<file path="src/rtl/mem_bus_ctrl_pkg.sv">
// Shared definitions for the SM83 memory bus controller and its address decoder.
// Other bus targets decode against the same memory-map constants.
package mem_bus_ctrl_pkg;

  typedef enum logic [1:0] {
    StIdle   = 2'd0,
    StAccess = 2'd1,
    StWait   = 2'd2,
    StResp   = 2'd3
  } bus_state_e;

  localparam logic [15:0] DefaultBootTop     = 16'h00FF;
  localparam logic [15:0] DefaultBootRegAddr = 16'hFF50;

  // Memory map region bases
  localparam logic [15:0] MapCartRomBase = 16'h0000;
  localparam logic [15:0] MapVramBase    = 16'h8000;
  localparam logic [15:0] MapExtRamBase  = 16'hA000;
  localparam logic [15:0] MapWramBase    = 16'hC000;
  localparam logic [15:0] MapOamBase     = 16'hFE00;
  localparam logic [15:0] MapIoBase      = 16'hFF00;
  localparam logic [15:0] MapHramBase    = 16'hFF80;

  localparam int unsigned CntWidth = 4;

endpackage

</file>
<file path="src/rtl/mem_addr_decode.sv">
// Combinational decode of a bus address into boot-ROM window, external target
// or the boot-disable register.
module mem_addr_decode
  import mem_bus_ctrl_pkg::*;
#(
  parameter logic [15:0] BOOT_TOP      = DefaultBootTop,
  parameter logic [15:0] BOOT_REG_ADDR = DefaultBootRegAddr
) (
  input  logic [15:0] addr,
  input  logic        boot_en,
  output logic        rom,
  output logic        ext,
  output logic        boot_reg
);

  always_comb begin
    boot_reg = (addr == BOOT_REG_ADDR);
    rom      = boot_en && (addr <= BOOT_TOP) && !boot_reg;
    ext      = !rom && !boot_reg;
  end

endmodule

</file>
<file path="src/rtl/mem_bus_ctrl.sv">
// Single-outstanding bus master between the SM83 core request port and the shared
// memory bus; owns the boot-ROM overlay. All outputs are registered.
module mem_bus_ctrl
  import mem_bus_ctrl_pkg::*;
#(
  parameter int unsigned READ_LATENCY  = 1,
  parameter logic [15:0] BOOT_TOP      = DefaultBootTop,
  parameter logic [15:0] BOOT_REG_ADDR = DefaultBootRegAddr
) (
  input  logic        clk,
  input  logic        rst,
  input  logic        req_valid,
  output logic        req_ready,
  input  logic        req_we,
  input  logic [15:0] req_addr,
  input  logic [7:0]  req_wdata,
  output logic        rsp_valid,
  output logic [7:0]  rsp_rdata,
  output logic [15:0] bus_addr,
  output logic        bus_en,
  output logic        bus_oe,
  output logic        bus_we,
  output logic [7:0]  bus_wdata,
  input  logic [7:0]  bus_din,
  output logic        rom_sel,
  output logic        ext_sel,
  output logic        boot_en
);

  localparam logic [CntWidth-1:0] CntInit = CntWidth'(READ_LATENCY);

  bus_state_e          state_q, state_d;
  logic [CntWidth-1:0] cnt_q, cnt_d;
  logic                we_q, we_d;
  logic                req_ready_q, req_ready_d;
  logic                rsp_valid_q, rsp_valid_d;
  logic [7:0]          rsp_rdata_q, rsp_rdata_d;
  logic [15:0]         bus_addr_q, bus_addr_d;
  logic                bus_en_q, bus_en_d;
  logic                bus_oe_q, bus_oe_d;
  logic                bus_we_q, bus_we_d;
  logic [7:0]          bus_wdata_q, bus_wdata_d;
  logic                rom_sel_q, rom_sel_d;
  logic                ext_sel_q, ext_sel_d;
  logic                boot_en_q, boot_en_d;
  logic                dec_rom, dec_ext, dec_boot_reg;

  mem_addr_decode #(
    .BOOT_TOP      (BOOT_TOP),
    .BOOT_REG_ADDR (BOOT_REG_ADDR)
  ) u_decode (
    .addr     (req_addr),
    .boot_en  (boot_en_q),
    .rom      (dec_rom),
    .ext      (dec_ext),
    .boot_reg (dec_boot_reg)
  );

  // Next-state values are the outputs for the state being entered.
  always_comb begin
    state_d     = state_q;
    cnt_d       = cnt_q;
    we_d        = we_q;
    req_ready_d = req_ready_q;
    rsp_valid_d = 1'b0;
    rsp_rdata_d = rsp_rdata_q;
    bus_addr_d  = bus_addr_q;
    bus_en_d    = 1'b0;
    bus_oe_d    = bus_oe_q;
    bus_we_d    = 1'b0;
    bus_wdata_d = bus_wdata_q;
    rom_sel_d   = rom_sel_q;
    ext_sel_d   = ext_sel_q;
    boot_en_d   = boot_en_q;
    unique case (state_q)
      StIdle: begin
        if (req_valid && req_ready_q) begin
          req_ready_d = 1'b0;
          we_d        = req_we;
          if (dec_boot_reg) begin
            // Boot register is internal: answer directly without touching the bus.
            state_d     = StResp;
            rsp_valid_d = 1'b1;
            if (req_we) begin
              if (req_wdata != 8'h00) boot_en_d = 1'b0;
            end else begin
              rsp_rdata_d = {7'h7F, ~boot_en_q};
            end
          end else begin
            state_d    = StAccess;
            bus_en_d   = 1'b1;
            bus_addr_d = req_addr;
            bus_oe_d   = !req_we;
            bus_we_d   = req_we;
            if (req_we) bus_wdata_d = req_wdata;
            rom_sel_d  = dec_rom;
            ext_sel_d  = dec_ext;
          end
        end
      end
      StAccess: begin
        if (we_q) begin
          state_d     = StResp;
          rsp_valid_d = 1'b1;
          bus_oe_d    = 1'b0;
          rom_sel_d   = 1'b0;
          ext_sel_d   = 1'b0;
        end else begin
          state_d = StWait;
          cnt_d   = CntInit;
        end
      end
      StWait: begin
        if (cnt_q == CntWidth'(1)) begin
          state_d     = StResp;
          rsp_valid_d = 1'b1;
          rsp_rdata_d = bus_din;
          bus_oe_d    = 1'b0;
          rom_sel_d   = 1'b0;
          ext_sel_d   = 1'b0;
        end else begin
          cnt_d = cnt_q - CntWidth'(1);
        end
      end
      StResp: begin
        state_d     = StIdle;
        req_ready_d = 1'b1;
      end
      default: state_d = StIdle;
    endcase
  end

  always_ff @(posedge clk) begin
    if (rst) begin
      state_q     <= StIdle;
      cnt_q       <= '0;
      we_q        <= 1'b0;
      req_ready_q <= 1'b1;
      rsp_valid_q <= 1'b0;
      rsp_rdata_q <= 8'h00;
      bus_addr_q  <= 16'h0000;
      bus_en_q    <= 1'b0;
      bus_oe_q    <= 1'b0;
      bus_we_q    <= 1'b0;
      bus_wdata_q <= 8'h00;
      rom_sel_q   <= 1'b0;
      ext_sel_q   <= 1'b0;
      boot_en_q   <= 1'b1;
    end else begin
      state_q     <= state_d;
      cnt_q       <= cnt_d;
      we_q        <= we_d;
      req_ready_q <= req_ready_d;
      rsp_valid_q <= rsp_valid_d;
      rsp_rdata_q <= rsp_rdata_d;
      bus_addr_q  <= bus_addr_d;
      bus_en_q    <= bus_en_d;
      bus_oe_q    <= bus_oe_d;
      bus_we_q    <= bus_we_d;
      bus_wdata_q <= bus_wdata_d;
      rom_sel_q   <= rom_sel_d;
      ext_sel_q   <= ext_sel_d;
      boot_en_q   <= boot_en_d;
    end
  end

  assign req_ready = req_ready_q;
  assign rsp_valid = rsp_valid_q;
  assign rsp_rdata = rsp_rdata_q;
  assign bus_addr  = bus_addr_q;
  assign bus_en    = bus_en_q;
  assign bus_oe    = bus_oe_q;
  assign bus_we    = bus_we_q;
  assign bus_wdata = bus_wdata_q;
  assign rom_sel   = rom_sel_q;
  assign ext_sel   = ext_sel_q;
  assign boot_en   = boot_en_q;

endmodule

</file>
<file path="config.mk">
export PLATFORM = sky130hd
export DESIGN_NAME = mem_bus_ctrl
export DESIGN_NICKNAME = d
export VERILOG_FILES = /design/src/rtl/mem_bus_ctrl_pkg.sv /design/src/rtl/mem_addr_decode.sv /design/src/rtl/mem_bus_ctrl.sv
export SDC_FILE = /design/constraint.sdc
export NUM_CORES = 1
export LEC_CHECK = 0
export CAP_MARGIN = 20
export CORE_ASPECT_RATIO = 0.75
export CORE_MARGIN = 4
export CORE_UTILIZATION = 44
export DETAILED_ROUTE_END_ITERATION = 8
export PLACE_DENSITY = 0.8
export SKIP_CTS_REPAIR_TIMING = 1
export SLEW_MARGIN = 10
export SYNTH_ARGS = -nofsm -noshare
export SYNTH_HDL_FRONTEND = slang
export SYNTH_HIERARCHICAL = 1
export SYNTH_SLANG_ARGS = --single-unit
</file>
<file path="constraint.sdc">
create_clock -name clk -period 2.8 [get_ports clk]
set_clock_uncertainty 0.2 [all_clocks]
set_input_delay 0.28 -clock clk [delete_from_list [all_inputs] [get_ports clk]]
set_output_delay 0.28 -clock clk [all_outputs]
set_load 0.005 [all_outputs]
</file>
==> impl_metrics.yaml <==
run_status:
  outcome: "finished, final reports clean"
synthesis:
  syn_avg_cell_area_sq_um: 8.80
  yosys_warnings: 6
  async_flop_share_pct: 0
  synthCells: 231
  synth_edf_count: 0
  ys_seq_area_share_pct: 46.3
  yosysUniqueCellTypes: 42
  synth.top_cell.area_share_pct: 46.3
  syn-num-nets: 275
  synthTopCellsByArea: "dfxtp_1 (46%), nand2_1 (8.9%), a21oi_1 (7.6%)"
  synth-seq-cells: 47
  synth.most_common_cell: "nand2_1"
  yosys.area.top_type: "dfxtp_1"
  synthFlopType: "dfxtp_1"
  synth_commonest_cells: "nand2_1 (48), dfxtp_1 (47), a21oi_1 (31), clkbuf_1 (10), nor2_1 (9)"
  netlist_area_sq_um: 2030
clock_network:
  numCtsBuffers: 5
  cts_tree: "done"
  clkLatencyLatePin_ns: 0.30
  cts_max_level: 2
  root_buffer: "clkbuf_8"
  clk_pin_slew_worst_paths_ns: 0.08
  cts.sinks: 47
  clock_tree.buffer_depth: 2
timing:
  holdWs_ns: 0.257
  final_hold_viol_count: 0
  tns_ns: 0
  min_period_ns: 2.45
  worst_pin_slew_ns: 0.562
  period_share_pct: 87.4
  rsz0062_at_grt: "false"
  max_freq_ghz: 0.408
  setup_ws_ns: 0.352
  slew_violations: 0
  relSlewSlack_pct: 62.1
  finalSetupViolCount: 0
final_layout:
  nets: 354
  final_core_util_pct: 66.7
  syn2layout_area_growth_pct: 46.5
  stdcell_count: 368
  layout-drive-gt1-share_pct: 10.3
  diodes: 0
  postLayoutCellArea_sq_um: 2980
setup_path:
  crit_type: "in -> reg"
  cp-start-kind: "input port"
  critPathArrivalTime_ns: 2.49
  required_ns: 2.84
  worstSetupEndpointType: "register"
  crit_fanout: 7
detailed_routing:
  wl_um: 5530
  drc: 0
  ant_nets: 0
  viasPerCell: 5.33
  via_count: 1963
  wire_per_inst_um: 15.0
  drtIter0Drc: 90
  drt_first_pass_iters: 4
global_routing:
  overflow: 0
  grt_usage_pct: 19.2
  grt_pass1_vias: 1848
  antenna_found_initial: 0
  grt_pass1_wl_um: 8740
  grt_start_max_net_pins: 28
floorplanning:
  core_area_sq_um: 4470
  row_count: 21
  fp.dieH_um: 66.9
  die_area_sq_um: 5780
  ios: 76
  die-width_um: 86.5
  initial_core_util_pct: 45.5
run:
  timing.max_cap.violations: 0
power_and_ir_drop:
  power_mw: 2.21
  leakage_nw: 1.09
  irDropWorstVdd_uv: 417
  power.density_nw_per_um2: 742
placed_design:
  hpwlAfterDp_um: 4180
  port_buffers: 75
  dp_slack_ns: 0.0389
  place_area_sq_um: 2890
  place_inst: 360
  routabilityCongestion: 0.781
min_path:
  hold_path.class: "reg -> reg"
layer usage:
layer	up-vias	global-route usage (%)	part of all wire, %
li1	980	-	-
met1	928	25.0	48
met2	53	30.5	45
met3	2	7.54	6.4
met4	0	3.50	0.31
met5	-	0	0
state kept, by name, summed over array words and instances, names as in the netlist:
| signal | flops |
|---|---|
| state_q | 2 |
| bus_addr | 16 |
| bus_oe | 1 |
| ext_sel | 1 |
| cnt_q | 4 |
| req_ready | 1 |
| bus_we | 1 |
| bus_wdata | 8 |
| we_q | 1 |
| bus_en | 1 |
| rsp_rdata | 8 |
| rsp_valid | 1 |
| boot_en | 1 |
| rom_sel | 1 |
final cells by class:
type	count	area [sq um]
clock buffers	6	72.6
clock inverters	2	12.5
fillers	389	1490
inverters	7	26.3
multi-input cells	165	1010
flip-flops and latches	47	941
well taps	57	71.3
repair buffers	84	843
path summary, 6_finish.rpt:
check	slack (ns)	end	start	cells past startpoint
worst min register to register	0.26	bus_wdata[6]	bus_wdata[6]	2
worst max register to register	0.57	rsp_rdata[7]	state_q[0]	5
worst min-delay path	0.26	bus_wdata[6]	bus_wdata[6]	2
worst max-delay path	0.35	rsp_rdata[7]	req_addr[7]	8
cell families after synthesis:
logic type | count (synthesis) | synth area share (%)
adders and majority gates | 8 | 4.92
AOI/OAI and AO/OA | 58 | 18.5
buffers and inverters | 19 | 3.94
and+or+nand+nor | 96 | 24.9
muxes | 3 | 1.48
DFF | 47 | 46.3
power by group:
| part | leakage [nW] | switching, mW | internal [mW] | total, mW |
|---|---|---|---|---|
| Combinational | 0.668 | 0.438 | 0.485 | 0.924 |
| Clock | 0.0412 | 0.223 | 0.175 | 0.398 |
| Sequential | 0.383 | 0.0939 | 0.796 | 0.890 |
worst max-delay path, cell delays in order:
cell and delay [ns]:
clkdlybuf4s50_1 0.41, or4_1 0.55, nor4_2 0.41, and4b_1 0.27, mux2i_1 0.12, nor2_1 0.11
buf_4 0.15, o221a_2 0.19
placed cells by master (no fill, tap or decap), types with 7 or more instances in the layout:
cell type,count
a21oi_1,31
buf_4,7
clkdlybuf4s50_1,75
dfxtp_1,47
ha_1,8
nand2_1,48
nand3_1,8
nor2_1,9
o21ai_0,7
o221a_2,7
(Power assumes the default switching activity.)
